`src/rtl/sd_dat_rx.sv`:
```
// SD data-line receive path: start-bit detect, deserialise into 32-bit words, per-line CRC16 and end-bit check.
// Optional SD_DAT_RX_1BIT_EN adds bus_width_4_i for 1-bit (DAT0-only) reception.
module sd_dat_rx #(
    parameter int BlockSizeWidth = 12,
    parameter int TimeoutWidth   = 24
) (
    input  logic                      clk_i,
    input  logic                      rst_ni,
    input  logic                      sample_en_i,
    input  logic [3:0]                dat_i,
    input  logic                      start_i,
    input  logic [BlockSizeWidth-1:0] block_size_i,
    input  logic [TimeoutWidth-1:0]   timeout_i,
`ifdef SD_DAT_RX_1BIT_EN
    input  logic                      bus_width_4_i,
`endif
    input  logic                      full_i,
    output logic                      push_o,
    output logic [31:0]               push_data_o,
    output logic                      busy_o,
    output logic                      done_o,
    output logic                      crc_error_o,
    output logic                      end_bit_error_o,
    output logic                      timeout_error_o,
    output logic                      overrun_error_o
);
    typedef enum logic [2:0] {IDLE, WAIT_START, DATA, CRC, END, DONE} state_e;

    state_e                    state_q;
    logic [BlockSizeWidth-1:0] size_q, byte_cnt_q;
    logic [TimeoutWidth-1:0]   timeout_q;
    logic [3:0]                bit_cnt_q;
    logic [7:0]                byte_q;
    logic [31:0]               word_q;
    logic                      pend_q, wide_q;
    logic [3:0][15:0]          crc_q, rx_crc_q;
    logic                      busy_q, done_q, crc_err_q, end_err_q, to_err_q, ovr_err_q;

    logic [7:0]       byte_d;
    logic             byte_done_d, start_bit_d, end_bad_d, last_byte_d, crc_ok_d;
    logic [31:0]      word_d;
    logic [3:0]       line_en_d;
    logic [3:0][15:0] crc_d, rx_crc_d;

    always_comb begin
        line_en_d   = wide_q ? 4'hF : 4'h1;
        start_bit_d = wide_q ? (dat_i == 4'h0) : ~dat_i[0];
        end_bad_d   = wide_q ? (dat_i != 4'hF) : ~dat_i[0];
        if (wide_q) begin
            byte_d      = {byte_q[3:0], dat_i};
            byte_done_d = bit_cnt_q[0];
        end else begin
            byte_d      = {byte_q[6:0], dat_i[0]};
            byte_done_d = (bit_cnt_q[2:0] == 3'd7);
        end
        last_byte_d = (byte_cnt_q == size_q - 1'b1);
        // Little-endian packing: byte N of the block lands in lane N mod 4.
        word_d = word_q;
        word_d[{byte_cnt_q[1:0], 3'b000} +: 8] = byte_d;
        crc_ok_d = 1'b1;
        for (int l = 0; l < 4; l++) begin
            crc_d[l]    = {crc_q[l][14:0], 1'b0} ^ ({16{crc_q[l][15] ^ dat_i[l]}} & 16'h1021);
            rx_crc_d[l] = {rx_crc_q[l][14:0], dat_i[l]};
            if (line_en_d[l] && (rx_crc_d[l] != crc_q[l])) begin
                crc_ok_d = 1'b0;
            end
        end
    end

    always_ff @(posedge clk_i) begin
        if (!rst_ni) begin
            state_q    <= IDLE;
            size_q     <= '0;
            byte_cnt_q <= '0;
            timeout_q  <= '0;
            bit_cnt_q  <= '0;
            byte_q     <= '0;
            word_q     <= '0;
            pend_q     <= 1'b0;
            wide_q     <= 1'b1;
            crc_q      <= '0;
            rx_crc_q   <= '0;
            busy_q     <= 1'b0;
            done_q     <= 1'b0;
            crc_err_q  <= 1'b0;
            end_err_q  <= 1'b0;
            to_err_q   <= 1'b0;
            ovr_err_q  <= 1'b0;
        end else begin
            done_q <= 1'b0;
            // A completed word is offered for exactly one cycle; if the buffer is full it is lost.
            if (pend_q) begin
                pend_q <= 1'b0;
                word_q <= '0;
                if (full_i) ovr_err_q <= 1'b1;
            end
            case (state_q)
                IDLE: if (start_i) begin
                    crc_err_q <= 1'b0;
                    end_err_q <= 1'b0;
                    to_err_q  <= 1'b0;
                    ovr_err_q <= 1'b0;
                    size_q    <= block_size_i;
                    timeout_q <= timeout_i;
`ifdef SD_DAT_RX_1BIT_EN
                    wide_q    <= bus_width_4_i;
`else
                    wide_q    <= 1'b1;
`endif
                    if (block_size_i == '0) begin
                        state_q <= DONE;
                        done_q  <= 1'b1;
                    end else begin
                        busy_q  <= 1'b1;
                        state_q <= WAIT_START;
                    end
                end
                WAIT_START: if (sample_en_i) begin
                    if (start_bit_d) begin
                        state_q    <= DATA;
                        byte_cnt_q <= '0;
                        bit_cnt_q  <= '0;
                        word_q     <= '0;
                        crc_q      <= '0;
                        rx_crc_q   <= '0;
                    end else if (timeout_q <= TimeoutWidth'(1)) begin
                        to_err_q <= 1'b1;
                        busy_q   <= 1'b0;
                        done_q   <= 1'b1;
                        state_q  <= DONE;
                    end else begin
                        timeout_q <= timeout_q - 1'b1;
                    end
                end
                DATA: if (sample_en_i) begin
                    for (int l = 0; l < 4; l++) begin
                        if (line_en_d[l]) crc_q[l] <= crc_d[l];
                    end
                    byte_q    <= byte_d;
                    bit_cnt_q <= byte_done_d ? 4'd0 : bit_cnt_q + 1'b1;
                    if (byte_done_d) begin
                        word_q     <= word_d;
                        byte_cnt_q <= byte_cnt_q + 1'b1;
                        if (byte_cnt_q[1:0] == 2'd3 || last_byte_d) pend_q <= 1'b1;
                        if (last_byte_d) state_q <= CRC;
                    end
                end
                CRC: if (sample_en_i) begin
                    rx_crc_q  <= rx_crc_d;
                    bit_cnt_q <= bit_cnt_q + 1'b1;
                    if (bit_cnt_q == 4'd15) begin
                        if (!crc_ok_d) crc_err_q <= 1'b1;
                        state_q <= END;
                    end
                end
                END: if (sample_en_i) begin
                    if (end_bad_d) end_err_q <= 1'b1;
                    busy_q  <= 1'b0;
                    done_q  <= 1'b1;
                    state_q <= DONE;
                end
                DONE: state_q <= IDLE;
                default: state_q <= IDLE;
            endcase
        end
    end

    assign push_o          = pend_q & ~full_i;
    assign push_data_o     = word_q;
    assign busy_o          = busy_q;
    assign done_o          = done_q;
    assign crc_error_o     = crc_err_q;
    assign end_bit_error_o = end_err_q;
    assign timeout_error_o = to_err_q;
    assign overrun_error_o = ovr_err_q;
endmodule

```
`config.mk`:
```
export PLATFORM = sky130hd
export DESIGN_NAME = sd_dat_rx
export DESIGN_NICKNAME = d
export VERILOG_FILES = /design/src/rtl/sd_dat_rx.sv
export SDC_FILE = /design/constraint.sdc
export NUM_CORES = 1
export LEC_CHECK = 0
export ABC_AREA = 1
export CAP_MARGIN = 20
export CELL_PAD_IN_SITES_DETAIL_PLACEMENT = 0
export CELL_PAD_IN_SITES_GLOBAL_PLACEMENT = 1
export CORE_MARGIN = 1.5
export CORE_UTILIZATION = 39
export CTS_CLUSTER_SIZE = 28
export DETAILED_ROUTE_END_ITERATION = 8
export MAX_ROUTING_LAYER = met4
export PLACE_DENSITY_LB_ADDON = 0.1
export SYNTH_ARGS = -nofsm -noshare
export SYNTH_HDL_FRONTEND = slang
export SYNTH_SLANG_ARGS = --single-unit
export TNS_END_PERCENT = 30
```
`constraint.sdc`:
```
create_clock -name clk_i -period 1.9 [get_ports clk_i]
set_clock_uncertainty 0.15 [all_clocks]
set_input_delay 0.38 -clock clk_i [delete_from_list [all_inputs] [get_ports clk_i]]
set_output_delay 0.38 -clock clk_i [all_outputs]
set_load 0.01 [all_outputs]
```
-- Word-level counts from Yosys, hierarchy flattened
Cells that the tools add are included.
- flip-flop bits (word level): 222
- latch bits: 0
- bits in writable memories: 0
- ROM bits: 0
- input bits: 45
- output and inout port bits: 39
- word-level logic and storage cells: 168
- memories: 0
- $add $sub $neg: 5
- $mul: 0
- div/mod/pow operators: 0
- $lt $le $gt $ge: 1
- equal/unequal tests: 28
- shift operators: 2
- muxes and demuxes: 76
- bitwise gates (word level): 10
- reduce and logical (&&, ||, !) cells: 24
- operators with widths (kind ; number):
    2-to-1 mux 64 bit ; 3
    2-to-1 mux 32 bit ; 5
    one-hot mux 64 bit (2 select lines) ; 1
    one-hot mux 63 bit (2 select lines) ; 1
    2-to-1 mux 24 bit ; 4
    != test 16 bit ; 4
    one-hot mux 32 bit (2 select lines) ; 1
    bitwise XOR 16 x 13 -> 16 bit ; 4
    2-to-1 mux 63 bit ; 1
    2-to-1 mux 12 bit ; 4
    one-hot mux 24 bit (2 select lines) ; 1
    2-to-1 mux 3 bit ; 11
    bitwise mux 32 bit ; 1
    variable shift 8 x 7 -> 32 bit, first input constant ; 1
    variable part select 8 x 7 -> 32 bit ; 1
    2-to-1 mux 1 bit ; 30
    != test 2 bit, second input constant ; 15
    AND reduction 5 bit ; 5
    <= comparator 24 x 1 -> 1 bit, second input constant ; 1
    one-hot mux 12 bit (2 select lines) ; 1
    subtractor 24 x 1 -> 24 bit, second input constant ; 1
    2-to-1 mux 4 bit ; 5
    AND reduction 4 bit ; 4
    one-hot mux 3 bit (5 select lines) ; 1
    other kinds (27) ; 40

-- Longest topological paths before layout
Gate-level depths: netlist (run 1).
- depth after elaboration: 9
- depth in mapped cells: 16
- mapped depth without buffers: 16

-- Worst setup path before layout (run 1)
Ideal clock, no wire load.
- kind: register -> register
- start point: reg byte_cnt_q[0]
- end point: reg word_q[5] (netlist: push_data_o[5])
- library setup time: 0.075 ns
- data arrival time: 1.747 ns
- required time: 1.675 ns
- slack: -0.072 ns
- stages on the path, launching flop included: 8
- path buffers: 1
- clock period less this slack: 1.972 ns
- cell sequence: dfxtp_1 > buf_2 > inv_2 > ha_1 > nor2_1 > nand3_1 > or4_1 > a31oi_1
- word-level cells in the longest chain between the ends: 6
- elaborated cells between the ends (all ways): 7
- classes of those cells: add/sub (1); shift (2); mux (4)
- ends and longest elaborated chain (item ; RTL line ; text):
    start: declaration ; 30 ; logic [BlockSizeWidth-1:0] size_q, byte_cnt_q;
    start signal: assignment ; 143 ; byte_cnt_q <= byte_cnt_q + 1'b1;
    negator 5 -> 7 bit (*) ; 59 ; word_d[{byte_cnt_q[1:0], 3'b000} +: 8] = byte_d;
    variable part select 8 x 7 -> 32 bit / variable shift 8 x 7 -> 32 bit (equally long branches) ; 59 ;
    bitwise mux 32 bit (*) ; 59 ;
    2-to-1 mux 32 bit (*) ; 141 ; if (byte_done_d) begin
    2-to-1 mux 32 bit (*) ; 135 ; DATA: if (sample_en_i) begin
    one-hot mux 32 bit (2 select lines) (*) ; 97 ; case (state_q)
    end signal: assignment ; 142 ; word_q <= word_d;
    end: declaration ; 34 ; logic [31:0] word_q;
Mark *: on every way between the ends. The rest lies on a longest branch, timed or not.
A chain may end at the register's enable or synchronous reset.

-- Final worst setup path (run 1)
- start point: reg state_q[1]
- end point: reg timeout_q[8]
- word-level cells in the longest chain between the ends: 3
- elaborated cells between the ends (all ways): 9
- classes of those cells: eq/ne (5); mux (1); reduce/logical (3)
- ends and longest elaborated chain (item ; RTL line ; text):
    start: declaration ; 29 ; state_e state_q;
    start signal: assignment ; 72 ; state_q <= IDLE;
    start signal: assignment ; 111 ; state_q <= DONE;
    start signal: assignment ; 115 ; state_q <= WAIT_START;
    equality test 3 x 1 -> 1 bit / logical NOT 3 bit (equally long branches) ; 97 ;
    != test 2 bit (no source line) / nonzero test 2 bit (equally long branches) ; n/a ;
    AND reduction 5 bit (no source line) ; n/a ;
    end signal: assignment ; 104 ; timeout_q <= timeout_i;
    end signal: assignment ; 132 ; timeout_q <= timeout_q - 1'b1;
    end: declaration ; 31 ; logic [TimeoutWidth-1:0] timeout_q;
Several ways; a longest one is shown, not always the timed one.

==> results of run 1 <==
[registers in the layout, indices dropped and copies added (netlist names)]
register and flops:
crc_q 64, overrun_error_o 1, end_bit_error_o 1, state_q 3
push_data_o 32, rx_crc_d 60, byte_q 4, size_q 12
crc_error_o 1, timeout_error_o 1, timeout_q 24, bit_cnt_q 4
done_o 1, byte_cnt_q 12, pend_q 1, busy_o 1
[kinds of logic after synthesis]
logic type	share of synthesized area (%)
and+or+nand+nor	26.8
adders and majority gates	1.26
buffers and inverters	7.54
xor gates and xnor gates	6.60
AOI/OAI and AO/OA	16.9
DFF	40.8
[what timing repair did]
item                                    4_1_cts  5_1_grt
endpoints found under the setup margin       79      170
buffers inserted                              2       11
gates cloned                                  0        5
pin swaps                                     8       38
hold endpoints to repair                      0        0
hold buffers                                  0        0
gates resized for setup                      71      101
[placed cells by master, fill, tap and decap left out, types with 10 or more instances in the layout]
master and count:
o21ai_1 18, buf_4 142, buf_12 19, nand3_1 121, nor2_4 10, nor2_2 17
nand2_1 310, dfxtp_1 209, dlygate4sd2_1 39, inv_2 22, nor3_1 10, xnor2_1 68
xor2_1 14, nand2_2 10, clkdlybuf4s50_1 43, a21oi_1 191, o22ai_1 17, inv_1 104
nand4_1 22, clkbuf_16 30, dfxtp_2 12, nor2_1 133, o21ai_0 52
[critical path, cell delays in order (launching register included)]
cell      delay, ps
dfxtp_2         340
inv_2            40
nand2_2         100
nor2_4           60
nand2_1          80
buf_4           120
nand2_1          90
nor3_2          170
nand2_2         160
buf_6           160
buf_6           130
a211oi_1        170
nor2_1           70
[metrics by stage]
step	hold WS, ps	instances	power (mW)	setup slack, ps	utilization [%]
finish	193	2131	17.6	-64.6	54.0
global route	224	2131	18.7	-162	54.0
CTS	172	2115	16.7	2.56	52.1
detailed placement	296	2071	11.5	-519	48.9
global placement	291	2071	11.5	-475	48.9
floorplan	294	1537	8.95	-19.8	-
[report_power, final]
group	internal [mW]	switching (mW)	leakage, nW	total, mW
combinational	3.24	4.03	3.53	7.27
clock	2.84	2.02	0.399	4.86
sequential	5.07	0.358	1.80	5.42
total	11.2	6.40	5.73	17.6
[metal layers]
metal  vias up  global-route usage, %  wire, µm
li1       5495                      -         -
met1      4941                   28.8     15000
met2       156                   36.8     15300
met3        40                   2.42      1060
met4         0                   4.50       555
met5         -                      -         0
[layout make-up]
| type | count | area, µm² |
|---|---|---|
| sequential | 222 | 4460 |
| clock buffer | 38 | 746 |
| multi-input combinational | 1106 | 6000 |
| tap | 372 | 465 |
| inverter | 132 | 513 |
| timing repair buffer | 257 | 2420 |
| clock inverter | 4 | 73.8 |
| fill | 2651 | 12500 |
[final timing paths]
path / endpoint / cells after the start
min: state_q[2] / 5
max: timeout_q[8] / 12
min reg2reg: end_bit_error_o / 2
max reg2reg: timeout_q[8] / 12
==> metrics.csv, run 1 <==
stage,metric,value,unit
timing,relative slew slack,64.3,%
clocking,TritonCTS clock tree,built,
logic_synthesis,syn_area_per_cell,7.08,µm²
global_route,initial antenna violation count,0,
logic_synthesis,Mapped Nets,1593,
logic_synthesis,area share of the largest cell type after synthesis,40.8,%
logic_synthesis,Post-Syn Area,10900,µm²
die,die area,28900,µm²
logic_synthesis,most common cell in the synthesized netlist,nand2_1,
logic_synthesis,top cell type by total area after synthesis,dfxtp_1,
timing,RSZ-0062 raised after global routing,true,
status,failing checks,negative setup slack,
timing,Max Freq,0.509,GHz
die,row count,60,
timing,post-route minimum period,1960,ps
logic_synthesis,Yosys cell types,50,
clocking,worst skew pair latency,550,ps
global_route,global route total overflow,0,
logic_synthesis,yosys warns,0,
placed_design,GP Congestion,0.855,
worst_setup_path,R2R setup slack,-60,ps
die,io pins,84,
placed_design,placed cell areas,13300,µm²
detailed_routing,DRT antenna net count,0,
status,status,finished with violations,
global_route,GRT Resource Usage Total,22.0,%
power_and_ir_drop,Worst IR Drop VDD,619,µV
worst_setup_path,critical path type,register to register,
die,Die W,170,µm
logic_synthesis,#FFs+latches synth,222,
detailed_routing,residual DRC count,0,
final_layout,fraction of layout cells with a size suffix above 1,19.7,%
global_route,vias in the first global route,9873,
power_and_ir_drop,leakage,5.73,nW
detailed_routing,Wirelength per Cell,15.0,µm
logic_synthesis,Async SR Flop Fraction,0,%
worst_setup_path,WP data arrival,2240,ps
final_layout,layout overhead on the synthesized area,34.9,%
clocking,H-tree Lvls,1,
logic_synthesis,number of flops mapped to enable cells by yosys,0,
detailed_routing,First-pass DRT Iterations,4,
final_layout,Final Instance Area,14700,µm²
min_path,worst hold-check path type,input pin to register,
worst_setup_path,maximum net fanout on the critical path,5,
timing,final worst slack,-64.6,ps
logic_synthesis,"Seq/Total Area, Yosys",40.8,%
worst_setup_path,startpoint types,register,
die,DIE HEIGHT,170,µm
timing,Pins Over Slew Limit,0,
clocking,"Reg clk slew, reported paths",60,ps
detailed_routing,Starting DRT DRC Count,627,
worst_setup_path,data required time of the worst path,2180,ps
timing,Setup TNS Final,-110,ps
detailed_routing,vias per inst,4.99,
timing,worst slew pin tran,532,ps
placed_design,IO buf count,83,
global_route,largest net degree at the start of global routing,61,
placed_design,DP HPWL,21800,µm
global_route,first-pass GRT wire length,50500,µm
final_layout,Final nets,1801,
final_layout,# diodes,0,
min_path,hold_sp,sample_en_i,
timing,Tcrit/Tclk final,103,%
worst_setup_path,Critical Path Source,state_q[1],
detailed_routing,DRT Wirelength,31900,µm
detailed_routing,routed vias,10600,
worst_setup_path,start of the worst register-to-register path,state_q[1],
run,max_cap viols,0,
logic_synthesis,top area cells in the synthesized netlist,"dfxtp_1 (41%), nand2_1 (11%), a21oi_1 (9.2%)",
timing,final hold vios,0,
clocking,Clock Sinks,222,
logic_synthesis,"top cells by count, synth","nand2_1 (319), dfxtp_1 (222), a21oi_1 (199)",
die,Initial Utilization,40.1,%
clocking,root buf cell,clkbuf_16,
power_and_ir_drop,Power Density,1200,nW/µm²
clocking,clock buffer depth,3,
timing,Final setup viols,4,
clocking,clock buffer count from CTS,26,
worst_setup_path,Worst setup EP type,register,
logic_synthesis,cells after synthesis,1537,
die,core area,27200,µm²
logic_synthesis,Synth Flop Type,dfxtp_1,
Note: power is estimated with default switching activity, not from simulation.
==> inputs of run 2 (changes only) <==
Settings changed: CORE_UTILIZATION 39 to 43.
Clock period 1.9 ns to 2.1 ns, I/O delays scaled along.
==> metrics.csv, run 2 (synthesized netlist as in run 1, its figures left out) <==
stage,metric,value,unit
timing,relative slew slack,63.6,%
die,row count,58,
detailed_routing,First-pass DRT Iterations,5,
timing,Pins Over Slew Limit,0,
detailed_routing,Starting DRT DRC Count,689,
clocking,TritonCTS clock tree,built,
final_layout,Final nets,1714,
power_and_ir_drop,total power,14.2,mW
detailed_routing,DRT antenna net count,0,
die,Initial Utilization,43.5,%
global_route,GRT Resource Usage Total,23.1,%
timing,post-route minimum period,2050,ps
timing,Final setup viols,0,
worst_setup_path,critical path type,register to output port,
worst_setup_path,"Slowest-stage cell, CP",clkdlybuf4s50_1,
die,core area,25000,µm²
worst_setup_path,WP data arrival,1480,ps
global_route,largest net degree at the start of global routing,56,
global_route,first-pass GRT wire length,48500,µm
timing,worst hold slack,245,ps
placed_design,placed cell count,1960,
timing,Max Freq,0.487,GHz
worst_setup_path,CP bufs+invs,1,
timing,worst slew pin tran,544,ps
power_and_ir_drop,Worst IR Drop VDD,676,µV
run,max_cap viols,0,
final_layout,final std cells w/o fill,2007,
detailed_routing,routed vias,10200,
clocking,clock buffer depth,3,
final_layout,Final Util,54.0,%
clocking,Clock Sinks,222,
placed_design,DP HPWL,20300,µm
final_layout,layout overhead on the synthesized area,24.2,%
global_route,vias in the first global route,9496,
timing,RSZ-0062 raised after global routing,true,
final_layout,fraction of layout cells with a size suffix above 1,11.6,%
worst_setup_path,maximum net fanout on the critical path,3,
clocking,# hold bufs at CTS,0,
status,status,"finished, final reports clean",
worst_setup_path,Critical Path Max Stage Delay,550,ps
detailed_routing,vias per inst,5.07,
final_layout,max FFs per register,64,
power_and_ir_drop,leakage,5.02,nW
timing,final hold vios,0,
clocking,worst skew pair latency,550,ps
die,DIE HEIGHT,162,µm
timing,Tcrit/Tclk final,97.8,%
detailed_routing,DRT Wirelength,29500,µm
clocking,"Reg clk slew, reported paths",60,ps
final_layout,most frequent cells in the layout,"nand2_1 (317), dfxtp_1 (220), a21oi_1 (198)",
global_route,global route total overflow,0,
power_and_ir_drop,Power Density,1050,nW/µm²
clocking,root buf cell,clkbuf_16,
die,die area,26300,µm²
clocking,H-tree Lvls,1,
final_layout,fillers,2475,
placed_design,GP Congestion,0.816,
min_path,worst hold-check path type,input pin to register,
placed_design,IO buf count,83,
die,Die W,162,µm
detailed_routing,residual DRC count,0,
final_layout,Reg with most FFs,crc_q,
die,io pins,84,
worst_setup_path,startpoint types,register,
global_route,initial antenna violation count,0,
worst_setup_path,Crit path max-delay family,buffers and inverters,
worst_setup_path,CP Cell Sequence,clkdlybuf4s50_1,
clocking,clock buffer count from CTS,26,
worst_setup_path,data required time of the worst path,1530,ps
final_layout,"most common cell after layout, fill and taps aside",nand2_1,
final_layout,# diodes,0,
detailed_routing,Wirelength per Cell,14.7,µm
worst_setup_path,Worst setup EP type,output port,
-- run 2: what timing repair did --
action,in CTS,in global routing
gates cloned,0,0
endpoints found under the setup margin,4,34
hold endpoints to repair,0,0
gates resized for setup,4,20
setup buffers,0,0
-- run 2: report_power, final --
part | internal [mW] | switching, mW
logic | 1.87 | 2.99
registers | 4.57 | 0.332
clock network | 2.51 | 1.88
-- run 2: per-layer routing --
metal  track usage (%)  wire length (µm)
met1              30.6             14300
met2              37.7             13600
met3              2.89              1010
met4              5.30               612
met5                 -                 0
-- run 2: stage by stage --
step           TNS, ps  area (µm²)  setup WS (ps)
2_1_floorplan        0       10900            128
3_3_place_gp    -33010       12600           -303
3_5_place_dp    -36260       12600           -352
4_1_cts              0       13500           5.68
5_1_grt           -192       13500          -85.7
6_report             0       13500           47.1
-- run 2: path summary, 6_finish.rpt --
| path | slack (ps) | to | start | cells after the start |
|---|---|---|---|---|
| max | 50 | push_data_o[24] | push_data_o[24] | 1 |
| min | 250 | done_o | sample_en_i | 4 |
| max reg2reg | 130 | timeout_q[14] | timeout_q[1] | 11 |
| min reg2reg | 310 | end_bit_error_o | end_bit_error_o | 2 |
-- run 2: layout make-up --
| type | count | area (µm²) | share of cell area [%] |
|---|---|---|---|
| Sequential cell | 222 | 4450 | 32.9 |
| Clock inverter | 14 | 125 | 0.926 |
| Tap cell | 330 | 413 | 3.05 |
| Timing Repair Buffer | 170 | 1640 | 12.1 |
| Clock buffer | 33 | 707 | 5.23 |
| Inverter | 132 | 500 | 3.70 |
| Multi-Input combinational cell | 1106 | 5690 | 42.1 |
